$ cat config.mk
export PLATFORM = sky130hd
export DESIGN_NAME = pm_min_search_pipe
export DESIGN_NICKNAME = d
export VERILOG_FILES = /design/src/rtl/pm_min_search_pipe.sv
export SDC_FILE = /design/constraint.sdc
export NUM_CORES = 1
export LEC_CHECK = 0
export CELL_PAD_IN_SITES_DETAIL_PLACEMENT = 0
export CELL_PAD_IN_SITES_GLOBAL_PLACEMENT = 2
export CORE_MARGIN = 3
export CORE_UTILIZATION = 39
export DETAILED_ROUTE_END_ITERATION = 8
export HOLD_SLACK_MARGIN = 0.12
export PLACE_DENSITY_LB_ADDON = 0.15
export SLEW_MARGIN = 15
export SYNTH_ARGS = -nofsm -noshare
export SYNTH_HDL_FRONTEND = slang
export SYNTH_SLANG_ARGS = --single-unit
$ cat constraint.sdc
create_clock -name clk_i -period 14.8 [get_ports clk_i]
set_input_delay 2.22 -clock clk_i [delete_from_list [all_inputs] [get_ports clk_i]]
set_output_delay 2.22 -clock clk_i [all_outputs]
set_load 0.1 [all_outputs]
$ cat src/rtl/pm_min_search_pipe.sv
// Pipelined min/max path-metric search: a registered comparator tree reduces LANES metrics
// per beat, and an accumulator folds the beats of one trellis step into a single winner.
module pm_min_search_pipe #(
    parameter int unsigned SM_W       = 8,
    parameter int unsigned LANES      = 32,
    parameter int unsigned NUM_STATES = 64,
    parameter int unsigned IDX_W      = 6,
    parameter int unsigned SEL_MAX    = 0,
    parameter int unsigned REV_IDX    = 1
) (
    input  logic                  clk_i,
    input  logic                  rst_i,
    input  logic                  in_valid_i,
    output logic                  in_ready_o,
    input  logic                  in_last_i,
    input  logic [LANES*SM_W-1:0] in_pm_i,
    output logic                  out_valid_o,
    input  logic                  out_ready_i,
    output logic [SM_W-1:0]       out_pm_o,
    output logic [IDX_W-1:0]      out_idx_o,
    output logic                  err_seq_o
);
    localparam int unsigned LEVELS = $clog2(LANES);
    localparam int unsigned TOP    = LEVELS - 1;
    localparam int unsigned BEATS  = NUM_STATES / LANES;
    localparam int unsigned CNT_W  = (BEATS > 1) ? $clog2(BEATS) : 1;
    localparam logic [CNT_W-1:0] CNT_MAX = CNT_W'(BEATS - 1);

    // Modular compare: true when a beats b. Callers keep the lower raw index in b.
    function automatic logic beats(input logic [SM_W-1:0] a, input logic [SM_W-1:0] b);
        logic [SM_W-1:0] diff;
        logic            res;
        diff = a - b;
        if (SEL_MAX != 0) begin
            res = ~diff[SM_W-1] & (a != b);
        end else begin
            res = diff[SM_W-1];
        end
        return res;
    endfunction

    logic             out_valid_q, out_valid_d;
    logic [SM_W-1:0]  out_pm_q, out_pm_d;
    logic [IDX_W-1:0] out_idx_q, out_idx_d;
    logic [CNT_W-1:0] cnt_q, cnt_d;
    logic             err_q, err_d;
    logic             stall, accept, cnt_at_max, step_close;

    assign stall      = out_valid_q & ~out_ready_i;
    assign in_ready_o = ~stall;
    assign accept     = in_valid_i & ~stall;
    assign cnt_at_max = (cnt_q == CNT_MAX);
    // A full count without in_last closes the step just as in_last would.
    assign step_close = in_last_i | cnt_at_max;

    always_comb begin
        cnt_d = cnt_q;
        err_d = err_q;
        if (accept) begin
            cnt_d = step_close ? '0 : cnt_q + 1'b1;
            if (in_last_i != cnt_at_max) begin
                err_d = 1'b1;
            end
        end
    end

    always_ff @(posedge clk_i) begin
        if (rst_i) begin
            cnt_q <= '0;
            err_q <= 1'b0;
        end else begin
            cnt_q <= cnt_d;
            err_q <= err_d;
        end
    end

    genvar l, j;
    generate
        for (l = 0; l < LEVELS; l++) begin : g_lvl
            localparam int unsigned NOUT = LANES >> (l + 1);
            logic [SM_W-1:0]  in_val [2*NOUT];
            logic [IDX_W-1:0] in_idx [2*NOUT];
            logic             in_vld, in_first, in_last;
            logic [SM_W-1:0]  val_q [NOUT];
            logic [IDX_W-1:0] idx_q [NOUT];
            logic             vld_q, first_q, last_q;

            if (l == 0) begin : g_src
                for (j = 0; j < 2 * NOUT; j++) begin : g_lane
                    assign in_val[j] = in_pm_i[j*SM_W +: SM_W];
                    assign in_idx[j] = IDX_W'(32'(cnt_q) * LANES + j);
                end
                assign in_vld   = accept;
                assign in_first = (cnt_q == '0);
                assign in_last  = step_close;
            end else begin : g_src
                for (j = 0; j < 2 * NOUT; j++) begin : g_lane
                    assign in_val[j] = g_lvl[l-1].val_q[j];
                    assign in_idx[j] = g_lvl[l-1].idx_q[j];
                end
                assign in_vld   = g_lvl[l-1].vld_q;
                assign in_first = g_lvl[l-1].first_q;
                assign in_last  = g_lvl[l-1].last_q;
            end

            always_ff @(posedge clk_i) begin
                if (rst_i) begin
                    vld_q   <= 1'b0;
                    first_q <= 1'b0;
                    last_q  <= 1'b0;
                    for (int unsigned k = 0; k < NOUT; k++) begin
                        val_q[k] <= '0;
                        idx_q[k] <= '0;
                    end
                end else if (!stall) begin
                    vld_q   <= in_vld;
                    first_q <= in_first;
                    last_q  <= in_last;
                    for (int unsigned k = 0; k < NOUT; k++) begin
                        if (beats(in_val[2*k+1], in_val[2*k])) begin
                            val_q[k] <= in_val[2*k+1];
                            idx_q[k] <= in_idx[2*k+1];
                        end else begin
                            val_q[k] <= in_val[2*k];
                            idx_q[k] <= in_idx[2*k];
                        end
                    end
                end
            end
        end
    endgenerate

    logic [SM_W-1:0]  t_val, acc_val_q, acc_val_d, win_val;
    logic [IDX_W-1:0] t_idx, acc_idx_q, acc_idx_d, win_idx;
    logic             t_vld, t_first, t_last;

    assign t_val   = g_lvl[TOP].val_q[0];
    assign t_idx   = g_lvl[TOP].idx_q[0];
    assign t_vld   = g_lvl[TOP].vld_q;
    assign t_first = g_lvl[TOP].first_q;
    assign t_last  = g_lvl[TOP].last_q;

    always_comb begin
        win_val = t_val;
        win_idx = t_idx;
        if (!t_first && !beats(t_val, acc_val_q)) begin
            win_val = acc_val_q;
            win_idx = acc_idx_q;
        end
        acc_val_d   = acc_val_q;
        acc_idx_d   = acc_idx_q;
        out_valid_d = out_valid_q & ~out_ready_i;
        out_pm_d    = out_pm_q;
        out_idx_d   = out_idx_q;
        if (t_vld && !stall) begin
            acc_val_d = win_val;
            acc_idx_d = win_idx;
            if (t_last) begin
                out_valid_d = 1'b1;
                out_pm_d    = win_val;
                out_idx_d   = (REV_IDX != 0) ? IDX_W'(NUM_STATES - 1) - win_idx : win_idx;
            end
        end
    end

    always_ff @(posedge clk_i) begin
        if (rst_i) begin
            acc_val_q   <= '0;
            acc_idx_q   <= '0;
            out_valid_q <= 1'b0;
            out_pm_q    <= '0;
            out_idx_q   <= '0;
        end else begin
            acc_val_q   <= acc_val_d;
            acc_idx_q   <= acc_idx_d;
            out_valid_q <= out_valid_d;
            out_pm_q    <= out_pm_d;
            out_idx_q   <= out_idx_d;
        end
    end

    assign out_valid_o = out_valid_q;
    assign out_pm_o    = out_pm_q;
    assign out_idx_o   = out_idx_q;
    assign err_seq_o   = err_q;

endmodule

==> results of run 1 <==
## routing by layer
| metal | routed length, um | track usage, % |
|---|---|---|
| met3 | 2520 | 2.70 |
| met4 | 876 | 3.60 |
| met5 | 0 | 0 |
| met1 | 31600 | 26.9 |
| met2 | 30200 | 31.0 |
## cells by family (layout without fill, tap and decap cells)
family,Yosys count,in the layout
AOI/OAI and AO/OA,466,466
xor gates and xnor gates,69,69
adders and majority gates,194,194
buffers and inverters,356,579
DFF,378,378
muxes,238,238
and+or+nand+nor,957,957
## critical path: stages
cell	delay, ns
sky130_fd_sc_hd__clkdlybuf4s50_1	0.50
sky130_fd_sc_hd__nor2b_4	0.04
sky130_fd_sc_hd__buf_4	0.27
sky130_fd_sc_hd__inv_2	0.14
sky130_fd_sc_hd__clkdlybuf4s50_1	1.14
## cell type report
type	count	area [sq um]
inverter	201	759
multi-input combinational	1924	12900
tap	846	1060
timing repair buffer	294	2930
sequential	378	10900
clock inverter	27	189
clock buffer	57	1230
fill	5955	33500
## report_power, final
| part | total (W) | internal (W) | switching (W) |
|---|---|---|---|
| Combinational | 0.00148 | 0.000629 | 0.000847 |
| Sequential | 0.00147 | 0.00135 | 0.000124 |
| Clock | 0.00107 | 0.000624 | 0.000443 |
## worst paths after layout
| path | startpoint | end | slack (ns) | depth (start not counted) |
|---|---|---|---|---|
| min reg2reg | g_lvl[1].vld_q | g_lvl[2].vld_q | 0.44 | 2 |
| min | g_lvl[1].vld_q | g_lvl[2].vld_q | 0.44 | 2 |
| max | out_ready_i | in_ready_o | 8.24 | 5 |
| max reg2reg | out_valid_o | g_lvl[1].idx_q[0][13] | 10.58 | 10 |
## cells in the final DEF, fill, tap and decap left out, types with 3 or more instances in the layout
master,instances
sky130_fd_sc_hd__nor4_1,12
sky130_fd_sc_hd__a211oi_1,5
sky130_fd_sc_hd__o211ai_1,12
sky130_fd_sc_hd__o41ai_1,12
sky130_fd_sc_hd__nor3_1,3
sky130_fd_sc_hd__ha_1,194
sky130_fd_sc_hd__a31oi_1,18
sky130_fd_sc_hd__clkinv_2,10
sky130_fd_sc_hd__a31oi_4,9
sky130_fd_sc_hd__xnor2_1,39
sky130_fd_sc_hd__clkinv_1,10
sky130_fd_sc_hd__mux2i_1,238
sky130_fd_sc_hd__a21o_1,55
sky130_fd_sc_hd__nand2_1,598
sky130_fd_sc_hd__nor2_1,198
sky130_fd_sc_hd__clkdlybuf4s50_1,276
sky130_fd_sc_hd__xor2_1,28
sky130_fd_sc_hd__clkbuf_1,8
sky130_fd_sc_hd__o21ai_0,82
sky130_fd_sc_hd__and3_1,35
sky130_fd_sc_hd__buf_4,16
sky130_fd_sc_hd__dfxtp_1,47
sky130_fd_sc_hd__nand2b_1,24
sky130_fd_sc_hd__nor2b_1,11
sky130_fd_sc_hd__nor2_2,3
sky130_fd_sc_hd__a221o_1,12
sky130_fd_sc_hd__edfxtp_1,331
sky130_fd_sc_hd__inv_1,198
sky130_fd_sc_hd__clkbuf_16,47
sky130_fd_sc_hd__nand3_1,59
sky130_fd_sc_hd__and2_1,10
sky130_fd_sc_hd__a21oi_1,126
sky130_fd_sc_hd__a311o_1,125
## sequential cells by signal (all words and copies together), names as in the netlist
name and flops:
g_lvl.val_q 248, g_lvl.idx_q 84, out_pm_o 8, err_seq_o 1
out_idx_o 6, g_lvl.first_q 5, cnt_at_max 1, g_lvl.vld_q 5
acc_idx_q 6, g_lvl.last_q 5, acc_val_q 8, out_valid_o 1
## per-stage QoR
step                cell area, sq um  hold slack (ns)  std cells  power (W)
floorplan                      25100            0.432       2658    0.00257
global placement               28400            0.440       3642    0.00292
detailed placement             28400            0.443       3642    0.00295
CTS                            29800            0.442       3726    0.00403
global route                   29900            0.464       3727    0.00427
finish                         29900            0.440       3727    0.00402
==> metrics.yaml, run 1 <==
final_layout:
  antenna_cells: 0
  layout-drive-gt1-share_pct: 3.92
  synthToLayoutAreaGrowth_pct: 19.1
  layout.nets: 3299
  final_core_utilization_pct: 47.2
synthesis:
  synth_most_common_cell: "sky130_fd_sc_hd__nand2_1"
  post_synth_top_flop: "sky130_fd_sc_hd__edfxtp_1"
  syn-mean-instance-area_sq_um: 9.45
  synth_area_leaders: "sky130_fd_sc_hd__edfxtp_1 (40%), sky130_fd_sc_hd__ha_1 (9.7%), sky130_fd_sc_hd__mux2i_1 (9.5%)"
  synth_edf_count: 331
  commonest_cells_post_synth: "sky130_fd_sc_hd__nand2_1 (599), sky130_fd_sc_hd__edfxtp_1 (331), sky130_fd_sc_hd__mux2i_1 (238)"
  synthCells: 2658
  netlist-cell-type-count: 44
  synth_compound_gate_area_share_pct: 13.6
  syn_nets: 3113
  synth_adder_area_share_pct: 9.66
  synth.cell_area_sq_um: 25100
  post_synth_xor_area_fraction_pct: 2.43
  synth.ff_latch_count: 378
  synth-async-reset-ratio_pct: 0
  synth_top_family_by_area: "simple AND/OR/NAND/NOR gates"
  post-synth-top-area-cell: "sky130_fd_sc_hd__edfxtp_1"
  yosys_warnings: 0
  seq_area_frac_synth_pct: 43.3
  area_fraction_in_and_or_nand_and_nor_cells_after_synthesis_pct: 15.6
  post_synth_mux_area_share_pct: 9.48
  synth.top_cell.area_share_pct: 39.6
clock_network:
  cts_made_buffers: 45
  ctsHoldBuffers: 0
  h-tree-depth: 2
  clock_tree.buffer_depth: 3
  tritoncts: "built"
  clk_root_buffer_cell: "sky130_fd_sc_hd__clkbuf_16"
  number_of_sinks_handled_by_clock_tree_synthesis: 378
  post-cts-setup-buffer-count: 0
  insertion_delay_ns: 0.58
  clkSlewWorstSetupHoldPaths_ns: 0.05
  post_cts_repair_resize_count: 0
worst_setup_path:
  crit_arrival_ns: 4.34
  worst-path-max-fanout: 45
  setup.worst_path.end_class: "output port"
  crit_path_start_kind: "input port"
  cp_data_required_time_ns: 12.58
  timing_worst_setup_path_type: "input port to output port"
sta:
  final.setup.tns_ns: 0
  final_number_of_hold_violating_endpoints: 0
  final.setup.worst_slack_ns: 8.24
  max-slew-margin-rel_pct: 26.0
  highest_attainable_clock_frequency_mhz: 152
  setup_viol: 0
  period_share_pct: 44.3
  fin_worst_skew_ns: 0.0247
  rsz0062_at_grt: "no"
  slew_viol_final: 0
  timing_worst_slew_pin_value_ns: 1.11
  post-route-min-period_ns: 6.56
drt:
  drt-total-wl_um: 65200
  detail_route.vias_per_cell: 5.24
  firstDrtPassIters: 6
  antenna_violating_nets_post_route: 0
  via_count: 19500
  wire_per_inst_um: 17.5
  drt_first_iter_violations: 1423
  route.detailed.drc: 0
placed_design:
  port-buffer-count: 277
  hpwlAfterDp_um: 47600
  preCtsSetupSlack_ns: 8.22
  gp_routability_congestion: 0.784
floorplanning:
  die_area_sq_um: 67500
  initial_cell_density_of_the_core_pct: 39.6
  io_pins: 278
  die_w_um: 260
  rows: 92
  floorplan.die.height_um: 260
  total_core_area_sq_um: 63400
power:
  power_density_nw_per_um2: 134
  ir_drop_mv: 0.132
  leakage_nw: 12.6
global_route:
  grt_overflow: 0
  antenna_found_initial: 0
  grt.total_usage_pct: 19.0
  grt_pass1_vias: 18800
  grt_pass1_wl_um: 103000
  grt_start_max_net_pins: 160
flow_run:
  maxCapViolCount: 0
status:
  result_of_the_run: "complete, no violations"
hold_path:
  hold_path.class: "flop to flop"
No activity file was read; power rests on OpenSTA's default activity.
==> run 2: changes to the inputs <==
--- a/config.mk
+++ b/config.mk
@@ -8,7 +8,7 @@
 export CELL_PAD_IN_SITES_DETAIL_PLACEMENT = 0
 export CELL_PAD_IN_SITES_GLOBAL_PLACEMENT = 2
 export CORE_MARGIN = 3
-export CORE_UTILIZATION = 39
+export CORE_UTILIZATION = 36
 export DETAILED_ROUTE_END_ITERATION = 8
 export HOLD_SLACK_MARGIN = 0.12
 export PLACE_DENSITY_LB_ADDON = 0.15
==> constraint.sdc (replaced) <==
create_clock -name clk_i -period 6.9 [get_ports clk_i]
set_input_delay 1.035 -clock clk_i [delete_from_list [all_inputs] [get_ports clk_i]]
set_output_delay 1.035 -clock clk_i [all_outputs]
set_load 0.1 [all_outputs]
==> run 2 against run 1 <==
Effect of this change: routed wire length is 0.56% higher; power is 120% higher; cell area is 0.84% higher; global-route usage is 1.4 points lower; count of clock-buffer cells in the layout is 6 higher; via count hardly changed; clock skew is 0.0047 ns lower; setup slack worse by 6.0 ns; flip-flop and latch count stayed put; non-clock buffer count is 2 higher; core utilization is 3.3 points lower; critical path type unchanged.
==> metrics.yaml, run 2 (same netlist as run 1, synthesis figures left out) <==
status:
  result_of_the_run: "complete, no violations"  # unchanged
worst_setup_path:
  cpMostUsedCell: "sky130_fd_sc_hd__clkdlybuf4s50_1"  # unchanged
  crit_chain: "clkdlybuf4s50_1, nor2b_4, buf_4, inv_2, clkdlybuf4s50_1"  # unchanged
  cp_data_required_time_ns: 5.86  # was 12.58 ns
  setup.worst_path.end_class: "output port"  # unchanged
  crit_path_start_kind: "input port"  # unchanged
  worst_path_max_delay_cell: "sky130_fd_sc_hd__clkdlybuf4s50_1"  # unchanged
  worst_path_largest_cell_delay_ns: 1.27  # was 1.14 ns
  crit_buf_inv: 4  # unchanged
  critPathTopFamily: "buffers and inverters"  # unchanged
  timing_worst_setup_path_type: "input port to output port"  # unchanged
  worst-r2r-setup-slack_ns: 3.43  # was 10.58 ns
  worst-path-max-fanout: 45  # unchanged
  crit_arrival_ns: 3.63  # was 4.34 ns
sta:
  rsz0062_at_grt: "no"  # unchanged
  highest_attainable_clock_frequency_mhz: 214
  fin_worst_skew_ns: 0.0200  # was 0.0247 ns
  final_number_of_hold_violating_endpoints: 0  # unchanged
  final.setup.worst_slack_ns: 2.24  # was 8.24 ns
  period_share_pct: 67.6
  setup_viol: 0  # unchanged
  slew_viol_final: 0  # unchanged
  final.setup.tns_ns: 0  # unchanged
  max-slew-margin-rel_pct: 23.4  # was 26.0%
  timing_worst_slew_pin_value_ns: 1.15  # was 1.11 ns
  post-route-min-period_ns: 4.66
global_route:
  grt_pass1_vias: 18800  # about the same
  grt_overflow: 0  # unchanged
  grt_pass1_wl_um: 104000  # was 103000 um
  grt_start_max_net_pins: 131  # was 160
  grt.total_usage_pct: 17.6  # was 19.0%
  antenna_found_initial: 1  # was 0
clock_network:
  ctsHoldBuffers: 0  # unchanged
  tritoncts: "built"  # unchanged
  number_of_sinks_handled_by_clock_tree_synthesis: 378  # unchanged
  post-cts-setup-buffer-count: 0  # unchanged
  h-tree-depth: 2  # unchanged
  clock_tree.buffer_depth: 3  # unchanged
  insertion_delay_ns: 0.58  # about the same
  clkSlewWorstSetupHoldPaths_ns: 0.06  # was 0.05 ns
  clk_root_buffer_cell: "sky130_fd_sc_hd__clkbuf_16"  # unchanged
  cts_made_buffers: 46  # was 45
  post_cts_repair_resize_count: 0  # unchanged
final_layout:
  largestRegisters: "g_lvl.val_q (248), g_lvl.idx_q (84)"  # unchanged
  final_core_utilization_pct: 43.8  # was 47.2%
  final_common_cell: "sky130_fd_sc_hd__nand2_1"  # unchanged
  synthToLayoutAreaGrowth_pct: 20.1  # was 19.1%
  largest_register_ffs: 248  # unchanged
  most-common-layout-cells: "sky130_fd_sc_hd__nand2_1 (598), sky130_fd_sc_hd__edfxtp_1 (331), sky130_fd_sc_hd__clkdlybuf4s50_1 (276)"  # unchanged
  layout.nets: 3302  # was 3299
  layout-drive-gt1-share_pct: 4.13  # was 3.92%
  largest-register: "g_lvl.val_q"  # unchanged
placed_design:
  gp_routability_congestion: 0.774  # was 0.784
  port-buffer-count: 277  # unchanged
  preCtsSetupSlack_ns: 2.20  # was 8.22 ns
  hpwlAfterDp_um: 48400  # was 47600 um
floorplanning:
  rows: 96  # was 92
  die_w_um: 270  # was 260 um
  die_area_sq_um: 73000  # was 67500 sq um
  total_core_area_sq_um: 68800  # was 63400 sq um
  initial_cell_density_of_the_core_pct: 36.5  # was 39.6%
  io_pins: 278  # unchanged
  floorplan.die.height_um: 270  # was 260 um
drt:
  firstDrtPassIters: 5  # was 6
  antenna_violating_nets_post_route: 0  # unchanged
  wire_per_inst_um: 17.2  # was 17.5 um
  drt-total-wl_um: 65600  # was 65200 um
  via_count: 19500  # about the same
  route.detailed.drc: 0  # unchanged
  detail_route.vias_per_cell: 5.11  # was 5.24
  drt_first_iter_violations: 1229  # was 1423
hold_path:
  hold_path.class: "flop to flop"  # unchanged
power:
  power_density_nw_per_um2: 290  # was 134 nW/um^2
  ir_drop_mv: 0.241  # was 0.132 mV
  leakage_nw: 12.7  # was 12.6 nW
flow_run:
  maxCapViolCount: 0  # unchanged
## run 2: cell count changes in the layout (fill, tap and decap cells not counted), sizes merged
cell    change
clkinv     -13
clkbuf      +6
bufinv      +3
buf         +2
inv         +2
diode       +1
## run 2: routing by layer
layer | share of wire (%) | GRT usage, % | vias to the layer above
met2 | 47 | 28.7 | 382
met5 | 0 | 0 | -
met3 | 4.0 | 2.30 | 63
li1 | - | - | 9805
met4 | 1.6 | 3.88 | 0
met1 | 47 | 24.8 | 9248
## run 2: through the flow
step	area [sq um]	std cells	hold slack (ns)	power, W
global route	30200	3812	0.465	0.00929
detailed placement	28600	3729	0.445	0.00631
CTS	30100	3811	0.452	0.00880
global placement	28500	3729	0.440	0.00624
floorplan	25100	2658	0.432	0.00550
finish	30200	3813	0.451	0.00874
## run 2: final cells by class
class                   count  area, sq um
multi-input cells        1924        12900
flip-flops and latches    378        10900
well taps                 931         1160
clock inverters            19          240
repair buffers            296         2950
inverters                 201          759
diodes                      1         2.50
clock buffers              63         1290
fillers                  6579        38700
## run 2: power breakdown
group | switching, W | internal [W] | leakage, nW | total [W]
sequential | 0.000279 | 0.00289 | 4.31 | 0.00317
clock | 0.000953 | 0.00149 | 0.737 | 0.00244
combinational | 0.00178 | 0.00135 | 7.61 | 0.00313
## run 2: path summary, 6_finish.rpt
path | end | cells after the start | from
setup / recovery | in_ready_o | 5 | out_ready_i
hold / removal | g_lvl[2].vld_q | 2 | g_lvl[2].vld_q
setup reg to reg | g_lvl[1].val_q[1][10] | 9 | out_valid_o
hold reg to reg | g_lvl[2].vld_q | 2 | g_lvl[2].vld_q
## run 2: worst reg2reg max path, cell delays in order (launching register included)
cell and delay [ns]:
sky130_fd_sc_hd__dfxtp_1 0.37, sky130_fd_sc_hd__nor2b_4 0.15, sky130_fd_sc_hd__buf_4 0.46, sky130_fd_sc_hd__inv_2 0.39, sky130_fd_sc_hd__nand2_4 0.48, sky130_fd_sc_hd__buf_4 0.46, sky130_fd_sc_hd__nor2_1 0.34, sky130_fd_sc_hd__nand2_1 0.15
sky130_fd_sc_hd__nor2_1 0.05, sky130_fd_sc_hd__a311o_1 0.37
==> run 3: changes to the inputs <==
==> constraint.sdc (replaced) <==
create_clock -name clk_i -period 4.86 [get_ports clk_i]
set_input_delay 0.729 -clock clk_i [delete_from_list [all_inputs] [get_ports clk_i]]
set_output_delay 0.729 -clock clk_i [all_outputs]
set_load 0.1 [all_outputs]
==> run 3 against run 2 <==
Effect of this change: hold slack better by 0.0015 ns; critical path depth up 4; clock power up 32%; combinational power up 43%; sequential power up 42%; cell area about the same; setup slack worse by 0.62 ns; flip-flop and latch count unchanged; die area unchanged; final cell count up 0.52%; routed wire length up 0.91%; power up 39%; highest routed layer is now met5.
==> metrics.yaml, run 3 (same netlist as run 1, synthesis figures left out) <==
status:
  result_of_the_run: "complete, no violations"  # unchanged
global_route:
  grt_pass1_wl_um: 105000  # was 104000 um
  grt_pass1_vias: 18900  # was 18800
  grt_overflow: 0  # unchanged
  grt_start_max_net_pins: 101  # was 131
  antenna_found_initial: 2  # was 1
  grt.total_usage_pct: 17.8  # was 17.6%
worst_setup_path:
  worst_r2r_path_depth: 7  # was 9
  worst-path-max-fanout: 20  # was 45
  worst_path_largest_cell_delay_ns: 0.86  # was 1.27 ns
  crit_path_start_kind: "input port"  # unchanged
  critPathTopFamily: "compound AO/OA/AOI/OAI gates"  # was buffers and inverters
  crit_chain: "clkdlybuf4s50_1, inv_1, ha_1, and3_1, a221o_1, a31oi_2, buf_4, mux2i_1, nor2_1"  # was clkdlybuf4s50_1, nor2b_4, buf_4, inv_2, clkdlybuf4s50_1
  worst-r2r-setup-slack_ns: 1.76  # was 3.43 ns
  crit_buf_inv: 3  # was 4
  timing_worst_setup_path_type: "input port to flop"  # was input port to output port
  setup.worst_path.end_class: "flop"  # was output port
  crit_arrival_ns: 3.52  # was 3.63 ns
  cp_data_required_time_ns: 5.13  # was 5.86 ns
  rr_endpoint: "g_lvl[2].val_q[2][6]"  # was g_lvl[1].val_q[1][10]
  ff_to_ff_start: "g_lvl[1].val_q[1][6]"  # was out_valid_o
  worst_path_max_delay_cell: "sky130_fd_sc_hd__a31oi_2"  # was sky130_fd_sc_hd__clkdlybuf4s50_1
drt:
  route.detailed.drc: 0  # unchanged
  detail_route.vias_per_cell: 5.08  # was 5.11
  drt-total-wl_um: 66200  # was 65600 um
  antenna_violating_nets_post_route: 0  # unchanged
  drt_first_iter_violations: 1247  # was 1229
  firstDrtPassIters: 5  # unchanged
  via_count: 19500  # about the same
  wire_per_inst_um: 17.3  # was 17.2 um
sta:
  timing_worst_slew_pin_value_ns: 1.15  # about the same
  final_number_of_hold_violating_endpoints: 0  # unchanged
  highest_attainable_clock_frequency_mhz: 308
  max-slew-margin-rel_pct: 22.6  # was 23.4%
  final.setup.worst_slack_ns: 1.62  # was 2.24 ns
  period_share_pct: 66.7
  fin_worst_hold_slack_ns: 0.452  # was 0.451 ns
  rsz0062_at_grt: "no"  # unchanged
  post-route-min-period_ns: 3.24
  final.setup.tns_ns: 0  # unchanged
  slew_viol_final: 0  # unchanged
  setup_viol: 0  # unchanged
  fin_worst_skew_ns: 0.0139  # was 0.0200 ns
flow_run:
  maxCapViolCount: 0  # unchanged
clock_network:
  insertion_delay_ns: 0.57  # was 0.58 ns
  clk_root_buffer_cell: "sky130_fd_sc_hd__clkbuf_16"  # unchanged
  h-tree-depth: 2  # unchanged
  cts_made_buffers: 46  # unchanged
  post_cts_repair_resize_count: 0  # unchanged
  ctsHoldBuffers: 0  # unchanged
  number_of_sinks_handled_by_clock_tree_synthesis: 378  # unchanged
  clock_tree.buffer_depth: 3  # unchanged
  clkSlewWorstSetupHoldPaths_ns: 0.06  # about the same
  post-cts-setup-buffer-count: 0  # unchanged
  tritoncts: "built"  # unchanged
final_layout:
  largest-register: "g_lvl.val_q"  # unchanged
  synthToLayoutAreaGrowth_pct: 20.0  # was 20.1%
  final_core_utilization_pct: 43.8  # about the same
  layout.nets: 3319  # was 3302
  final_common_cell: "sky130_fd_sc_hd__nand2_1"  # unchanged
  largestRegisters: "g_lvl.val_q (248), g_lvl.idx_q (84)"  # unchanged
  most-common-layout-cells: "sky130_fd_sc_hd__nand2_1 (598), sky130_fd_sc_hd__edfxtp_1 (331), sky130_fd_sc_hd__clkdlybuf4s50_1 (275)"  # was sky130_fd_sc_hd__nand2_1 (598), sky130_fd_sc_hd__edfxtp_1 (331), sky130_fd_sc_hd__clkdlybuf4s50_1 (276)
  largest_register_ffs: 248  # unchanged
  layout-drive-gt1-share_pct: 4.62  # was 4.13%
floorplanning:
  io_pins: 278  # unchanged
  initial_cell_density_of_the_core_pct: 36.5  # unchanged
  die_area_sq_um: 73000  # unchanged
  floorplan.die.height_um: 270  # unchanged
  rows: 96  # unchanged
  total_core_area_sq_um: 68800  # unchanged
  die_w_um: 270  # unchanged
power:
  total_power_w: 0.0122  # was 0.00874 W
  leakage_nw: 12.7  # about the same
  power_density_nw_per_um2: 404  # was 290 nW/um^2
  ir_drop_mv: 0.385  # was 0.241 mV
hold_path:
  worstHoldStart: "g_lvl[2].last_q"  # was g_lvl[2].vld_q
  hold_path.class: "flop to flop"  # unchanged
  min_path_cells: 2  # unchanged
  holdPathEnd: "g_lvl[3].last_q"  # was g_lvl[2].vld_q
placed_design:
  port-buffer-count: 277  # unchanged
  hpwlAfterDp_um: 48500  # was 48400 um
  preCtsSetupSlack_ns: 1.05  # was 2.20 ns
  gp_routability_congestion: 0.792  # was 0.774
[run 3: cell types whose count changed in the layout (fill, tap and decap cells not counted), sizes merged]
cell and delta:
bufinv -4, clkinv +6, inv -1, clkinvlp +3, buf +18, clkbuf -1
clkdlybuf4s50 -1
[run 3: how the worst max path moves through the flow]
stage | to | depth (start not counted) | startpoint
2_1_floorplan | g_lvl[0].idx_q[0][12] | 6 | rst_i
5_1_grt | g_lvl[0].val_q[0][39] | 9 | in_pm_i[69]
3_3_place_gp | g_lvl[0].val_q[0][39] | 9 | in_pm_i[69]
6_report | g_lvl[0].val_q[0][39] | 9 | in_pm_i[70]
4_1_cts | g_lvl[0].val_q[0][39] | 9 | in_pm_i[70]
3_5_place_dp | g_lvl[0].val_q[0][39] | 9 | in_pm_i[70]
[run 3: cell type report]
cell class	instances	area, sq um
tap	931	1160
clock inverter	23	155
clock buffer	62	1250
fill	6557	38700
multi-input combinational	1924	12800
timing repair buffer	313	3110
antenna	1	2.50
sequential	378	10900
inverter	201	759
[run 3: report_power, final]
part / leakage, nW / switching [W] / internal (W)
Sequential: 4.31 / 0.000388 / 0.00411
Clock: 0.680 / 0.00135 / 0.00186
Combinational: 7.69 / 0.00254 / 0.00192
[run 3: worst min-delay path: cells and delay by family (launching register included)]
family / cells / cell delay, ns
flip-flops: 1 / 0.31
AND/OR/NAND/NOR: 1 / 0.05
AO/OA/AOI/OAI: 1 / 0.05
[run 3: layer usage]
metal | vias to the layer above | track usage (%) | routed length [um]
li1 | 9840 | - | -
met1 | 9201 | 24.8 | 31500
met2 | 370 | 29.5 | 30800
met3 | 75 | 2.46 | 2600
met4 | 2 | 4.00 | 1210
met5 | - | 0 | 13
[run 3: metrics by stage]
stage	instance area, sq um	cells
3_3_place_gp	28700	3746
6_report	30100	3833
3_5_place_dp	28700	3746
2_1_floorplan	25100	2658
4_1_cts	30100	3831
5_1_grt	30100	3832
